===== config.mk =====
export PLATFORM = sky130hd
export DESIGN_NAME = code_conv_pipe
export DESIGN_NICKNAME = d
export VERILOG_FILES = /design/src/rtl/code_conv_pkg.sv /design/src/rtl/code_conv_core.sv /design/src/rtl/code_conv_pipe.sv
export SDC_FILE = /design/constraint.sdc
export NUM_CORES = 1
export LEC_CHECK = 0
export BUFFER_PORTS_ARGS = -buffer_cell sky130_fd_sc_hd__buf_2
export CELL_PAD_IN_SITES_DETAIL_PLACEMENT = 1
export CELL_PAD_IN_SITES_GLOBAL_PLACEMENT = 2
export CORE_MARGIN = 3
export CORE_UTILIZATION = 35
export DETAILED_ROUTE_END_ITERATION = 6
export PLACE_DENSITY = 0.78
export SLEW_MARGIN = 20
export SYNTH_ARGS = -nofsm -noshare
export SYNTH_HDL_FRONTEND = slang
export SYNTH_HIERARCHICAL = 1
export SYNTH_SLANG_ARGS = --single-unit

===== constraint.sdc =====
create_clock -name clk -period 2.4 [get_ports clk]
set_input_delay 0.24 -clock clk [delete_from_list [all_inputs] [get_ports clk]]
set_output_delay 0.24 -clock clk [all_outputs]
set_load 0.01 [all_outputs]

===== src/rtl/code_conv_pkg.sv =====
// Shared constants for the pipelined code converter: mode encodings and mode width.
package code_conv_pkg;

  localparam int MODE_W = 2;

  typedef logic [MODE_W-1:0] mode_t;

  localparam mode_t MODE_PASS = 2'b00;
  localparam mode_t MODE_B2G  = 2'b01;
  localparam mode_t MODE_G2B  = 2'b10;
  localparam mode_t MODE_NEG  = 2'b11;

endpackage


===== src/rtl/code_conv_core.sv =====
// Combinational W-bit converter: pass, binary->Gray, Gray->binary, two's-complement negate.
module code_conv_core
  import code_conv_pkg::*;
#(
  parameter int W = 4
) (
  input  logic [W-1:0]      x,
  input  logic [MODE_W-1:0] mode,
  output logic [W-1:0]      y
);

  logic [W-1:0] gray_s;
  logic [W-1:0] bin_s;
  logic [W-1:0] neg_s;

  assign gray_s = x ^ (x >> 1);
  assign neg_s  = ~x + {{(W-1){1'b0}}, 1'b1};

  // Gray->binary as a prefix XOR running from the MSB down
  always_comb begin
    bin_s        = {W{1'b0}};
    bin_s[W-1]   = x[W-1];
    for (int i = W - 2; i >= 0; i--) begin
      bin_s[i] = bin_s[i+1] ^ x[i];
    end
  end

  // Mode select
  always_comb begin
    y = x;
    case (mode)
      MODE_PASS: y = x;
      MODE_B2G:  y = gray_s;
      MODE_G2B:  y = bin_s;
      MODE_NEG:  y = neg_s;
      default:   y = x;
    endcase
  end

endmodule


===== src/rtl/code_conv_pipe.sv =====
// Two-stage stallable valid/ready code converter with completed-transfer counter.
// Optional out_parity output enabled by defining CODE_CONV_PARITY_EN.
module code_conv_pipe
  import code_conv_pkg::*;
#(
  parameter int W     = 4,
  parameter int CNT_W = 8
) (
  input  logic              clk,
  input  logic              rst,
  input  logic              in_valid,
  output logic              in_ready,
  input  logic [W-1:0]      in_data,
  input  logic [MODE_W-1:0] in_mode,
  output logic              out_valid,
  input  logic              out_ready,
  output logic [W-1:0]      out_data,
  output logic [MODE_W-1:0] out_mode,
  output logic [CNT_W-1:0]  xfer_cnt
`ifdef CODE_CONV_PARITY_EN
  ,
  output logic              out_parity
`endif
);

  function automatic logic calc_parity(input logic [W-1:0] d);
    return ^d;
  endfunction

  logic              s1_valid_r;
  logic [W-1:0]      s1_data_r;
  logic [MODE_W-1:0] s1_mode_r;
  logic              s2_valid_r;
  logic [W-1:0]      s2_data_r;
  logic [MODE_W-1:0] s2_mode_r;
  logic [CNT_W-1:0]  xfer_cnt_r;
  logic [W-1:0]      conv_s;
  logic              adv1_s;
  logic              adv2_s;
  logic              accept_s;
  logic              xfer_s;

  // Each stage may advance when it is empty or the stage after it is moving
  assign adv2_s   = !s2_valid_r || out_ready;
  assign adv1_s   = !s1_valid_r || adv2_s;
  assign accept_s = in_valid && adv1_s;
  assign xfer_s   = s2_valid_r && out_ready;

  code_conv_core #(.W(W)) u_core (
    .x    (s1_data_r),
    .mode (s1_mode_r),
    .y    (conv_s)
  );

  // Stage 1: capture the raw word and its mode on accept
  always_ff @(posedge clk or posedge rst) begin
    if (rst) begin
      s1_valid_r <= 1'b0;
      s1_data_r  <= {W{1'b0}};
      s1_mode_r  <= MODE_PASS;
    end else if (adv1_s) begin
      s1_valid_r <= in_valid;
      if (accept_s) begin
        s1_data_r <= in_data;
        s1_mode_r <= in_mode;
      end
    end
  end

  // Stage 2: capture the converted word; held stable while downstream stalls
  always_ff @(posedge clk or posedge rst) begin
    if (rst) begin
      s2_valid_r <= 1'b0;
      s2_data_r  <= {W{1'b0}};
      s2_mode_r  <= MODE_PASS;
    end else if (adv2_s) begin
      s2_valid_r <= s1_valid_r;
      if (s1_valid_r) begin
        s2_data_r <= conv_s;
        s2_mode_r <= s1_mode_r;
      end
    end
  end

  // Completed output handshakes, wrapping at 2^CNT_W
  always_ff @(posedge clk or posedge rst) begin
    if (rst) begin
      xfer_cnt_r <= {CNT_W{1'b0}};
    end else if (xfer_s) begin
      xfer_cnt_r <= xfer_cnt_r + {{(CNT_W-1){1'b0}}, 1'b1};
    end
  end

`ifdef CODE_CONV_PARITY_EN
  logic parity_r;

  // Parity travels with stage 2 so it always matches out_data
  always_ff @(posedge clk or posedge rst) begin
    if (rst) begin
      parity_r <= 1'b0;
    end else if (adv2_s && s1_valid_r) begin
      parity_r <= calc_parity(conv_s);
    end
  end

  assign out_parity = parity_r;
`endif

  assign in_ready  = adv1_s;
  assign out_valid = s2_valid_r;
  assign out_data  = s2_data_r;
  assign out_mode  = s2_mode_r;
  assign xfer_cnt  = xfer_cnt_r;

endmodule

==> impl_metrics.json <==
{
  "postCtsSetupBuffers": 0,
  "clockBufferDepth": 2,
  "endpoint_kind": "flip-flop",
  "cts_buffers": 3,
  "cts.hold.buffers_added": 0,
  "worstHoldPathType": "input pin to async pin",
  "clock_latency_ns": 0.30,
  "drv_cap": 0,
  "start_util_pct": 38.1,
  "grt_pass1_wl_um": 3340,
  "path_depth": 6,
  "worstPathRequired_ns": 2.60,
  "finalCriticalPeriod_ns": 1.61,
  "yosysSeqAreaShare_pct": 50.6,
  "fin_crit_sh_pct": 66.9,
  "overflow": 0,
  "wl_per_cell_um": 13.2,
  "grt_pass1_vias": 705,
  "synthesis.area_mm2": 0.00109,
  "drt_iter0_markers": 5,
  "nFillCells": 321,
  "cts_sinks": 22,
  "critPathMaxFanout": 4,
  "fp.dieH_um": 61.7,
  "die-width_um": 61.7,
  "cpMaxStageDelayCell": "dfrtp_1",
  "setup_viol": 0,
  "rsz0062_at_grt": "no",
  "path_cells": "inv_1, ha_1, mux2_2, nand2_1, o31ai_1, mux2_2",
  "avgSynthCellArea_um2": 12.1,
  "antenna_left": 0,
  "io_buffers": 25,
  "status": "finished, final reports clean",
  "syn_nets": 103,
  "tns_ns": 0,
  "cpMostUsedCell": "mux2_2",
  "hold_violations": 0,
  "layout.nets": 132,
  "slew_headroom_pct": 45.3,
  "ys_types": 27,
  "h-tree-depth": 1,
  "leakagePower_nw": 0.644,
  "cp-start-kind": "flip-flop",
  "grt.total_usage_pct": 12.0,
  "ir_worst_vdd_mv": 0.386,
  "core_region_area_mm2": 0.00285,
  "max_stage_delay_ns": 0.43,
  "cp_top_family": "multiplexers",
  "drv_slew": 0,
  "boundaryPins": 26,
  "synth-seq-cells": 22,
  "grt_max_degree": 23,
  "worstMarginPinSlew_ns": 0.819,
  "core.rowCount": 19,
  "post-place-ws_ns": 0.817,
  "fmax_mhz": 622,
  "cts-resized-gates": 0,
  "antennaDiodeCount": 0,
  "r2r_setup_slack_ns": 0.79,
  "fp.dieArea_mm2": 0.00381,
  "drive_gt1_share_pct": 41.5,
  "critPathBufInv": 1,
  "root_buffer": "clkbuf_4",
  "drc": 0,
  "worstPathArrival_ns": 1.80,
  "finClkSkew_ns": 0.00583,
  "area_growth_pct": 18.1,
  "vias": 726,
  "routabilityCongestion": 0.716,
  "synthCells": 90,
  "cts_tree": "done",
  "worstSetupPathType": "flip-flop to flip-flop",
  "fin_ws_ns": 0.794,
  "drt-pass1-iter-count": 3,
  "antenna_found_initial": 0,
  "routed_wl_um": 1970,
  "power_density_mw_per_mm2": 934,
  "dp_hpwl_um": 1500,
  "clk_pin_slew_ns": 0.12,
  "synth-warning-count": 6,
  "reg2reg_depth": 6,
  "viasPerCell": 4.87
}
==> through the flow <==
stage	hold slack, ns	instance area, um2	instances	util, %	power, W
after CTS	0.0998	1280	149	45.0	0.00123
after floorplan	0.229	1090	90	-	0.000857
final	0.0754	1280	149	45.0	0.00120
after global placement	0.452	1250	145	43.7	0.00100
after global routing	0.128	1280	149	45.0	0.00130
after detailed placement	0.455	1250	145	43.7	0.00102
==> cell type report <==
| cell class | instances | area [um2] | share of cell area (%) |
|---|---|---|---|
| clock buffers | 4 | 36.3 | 2.83 |
| inverters | 5 | 18.8 | 1.46 |
| repair buffers | 25 | 125 | 9.75 |
| flip-flops and latches | 22 | 551 | 42.9 |
| well taps | 31 | 38.8 | 3.02 |
| multi-input cells | 62 | 514 | 40.1 |
==> registers in the layout, indices dropped and copies added, names as in the netlist <==
| register | cells |
|---|---|
| out_data | 4 |
| out_mode | 2 |
| out_valid | 1 |
| s1_valid_r | 1 |
| xfer_cnt | 8 |
| s1_mode_r | 2 |
| s1_data_r | 4 |
==> where the power goes <==
part | switching, W | internal (W) | total [W]
Sequential | 0.000105 | 0.000477 | 0.000582
Clock | 0.000108 | 0.0000925 | 0.000201
Combinational | 0.000197 | 0.000219 | 0.000416
Total | 0.000410 | 0.000789 | 0.00120
==> layer usage <==
metal / GRT usage (%) / wire, um / vias to the layer above
li1: - / - / 364
met1: 18.3 / 1060 / 344
met2: 16.6 / 845 / 16
met3: 4.34 / 63 / 2
met4: 1.82 / 5 / 0
met5: 0 / 0 / -
==> layout by cell type (no fill, tap or decap), drive strengths merged <==
master	instances
a211o	1
a21oi	2
a31oi	1
and3	1
and3b	1
buf	25
clkbuf	4
dfrtp	22
ha	3
inv	5
mux2	14
nand2	11
nand2b	3
nand3	2
nand3b	2
nor2	2
nor2b	1
nor3	2
nor4	1
o2bb2ai	1
o31ai	1
o41ai	1
or2	1
xnor2	3
xnor3	1
xor2	7
==> kinds of logic after synthesis <==
group	Yosys count	synth area share (%)
simple gates	27	13.9
fa+ha+maj	3	3.45
compound gates	7	5.29
mux	14	14.5
flops	22	50.6
xor+xnor	11	10.1
buf+inv	6	2.07
==> worst paths after layout <==
| kind | startpoint | to |
|---|---|---|
| setup / recovery | s1_data_r[0] | out_data[1] |
| hold / removal | rst | xfer_cnt[3] |
| setup reg to reg | s1_data_r[0] | out_data[1] |
| hold reg to reg | xfer_cnt[7] | xfer_cnt[7] |
| max in group asynchronous | rst | s1_data_r[2] |
| min in group clk | in_valid | s1_valid_r |
==> synthesized netlist by cell type <==
cell / number / area [um2]
nand3b_1: 2 / 15.0
nand2_2: 1 / 6.26
nand2b_1: 3 / 18.8
o2bb2ai_1: 1 / 8.76
or2_2: 1 / 6.26
o31ai_1: 1 / 7.51
a31oi_1: 1 / 6.26
xnor3_1: 1 / 22.5
nor3_1: 2 / 10.0
o41ai_2: 1 / 16.3
ha_1: 3 / 37.5
nand2_1: 10 / 37.5
nor4_2: 1 / 12.5
xnor2_1: 3 / 26.3
a21oi_1: 2 / 10.0
nor2_1: 2 / 7.51
nand3_2: 1 / 10.0
inv_1: 5 / 18.8
nor2b_1: 1 / 6.26
xor2_1: 7 / 61.3
dfrtp_1: 22 / 551
a211o_1: 1 / 8.76
mux2_2: 14 / 158
nand3_1: 1 / 5.00
clkbuf_1: 1 / 3.75
and3b_2: 1 / 10.0
and3_1: 1 / 6.26
Note: power is estimated with default switching activity, not from simulation.
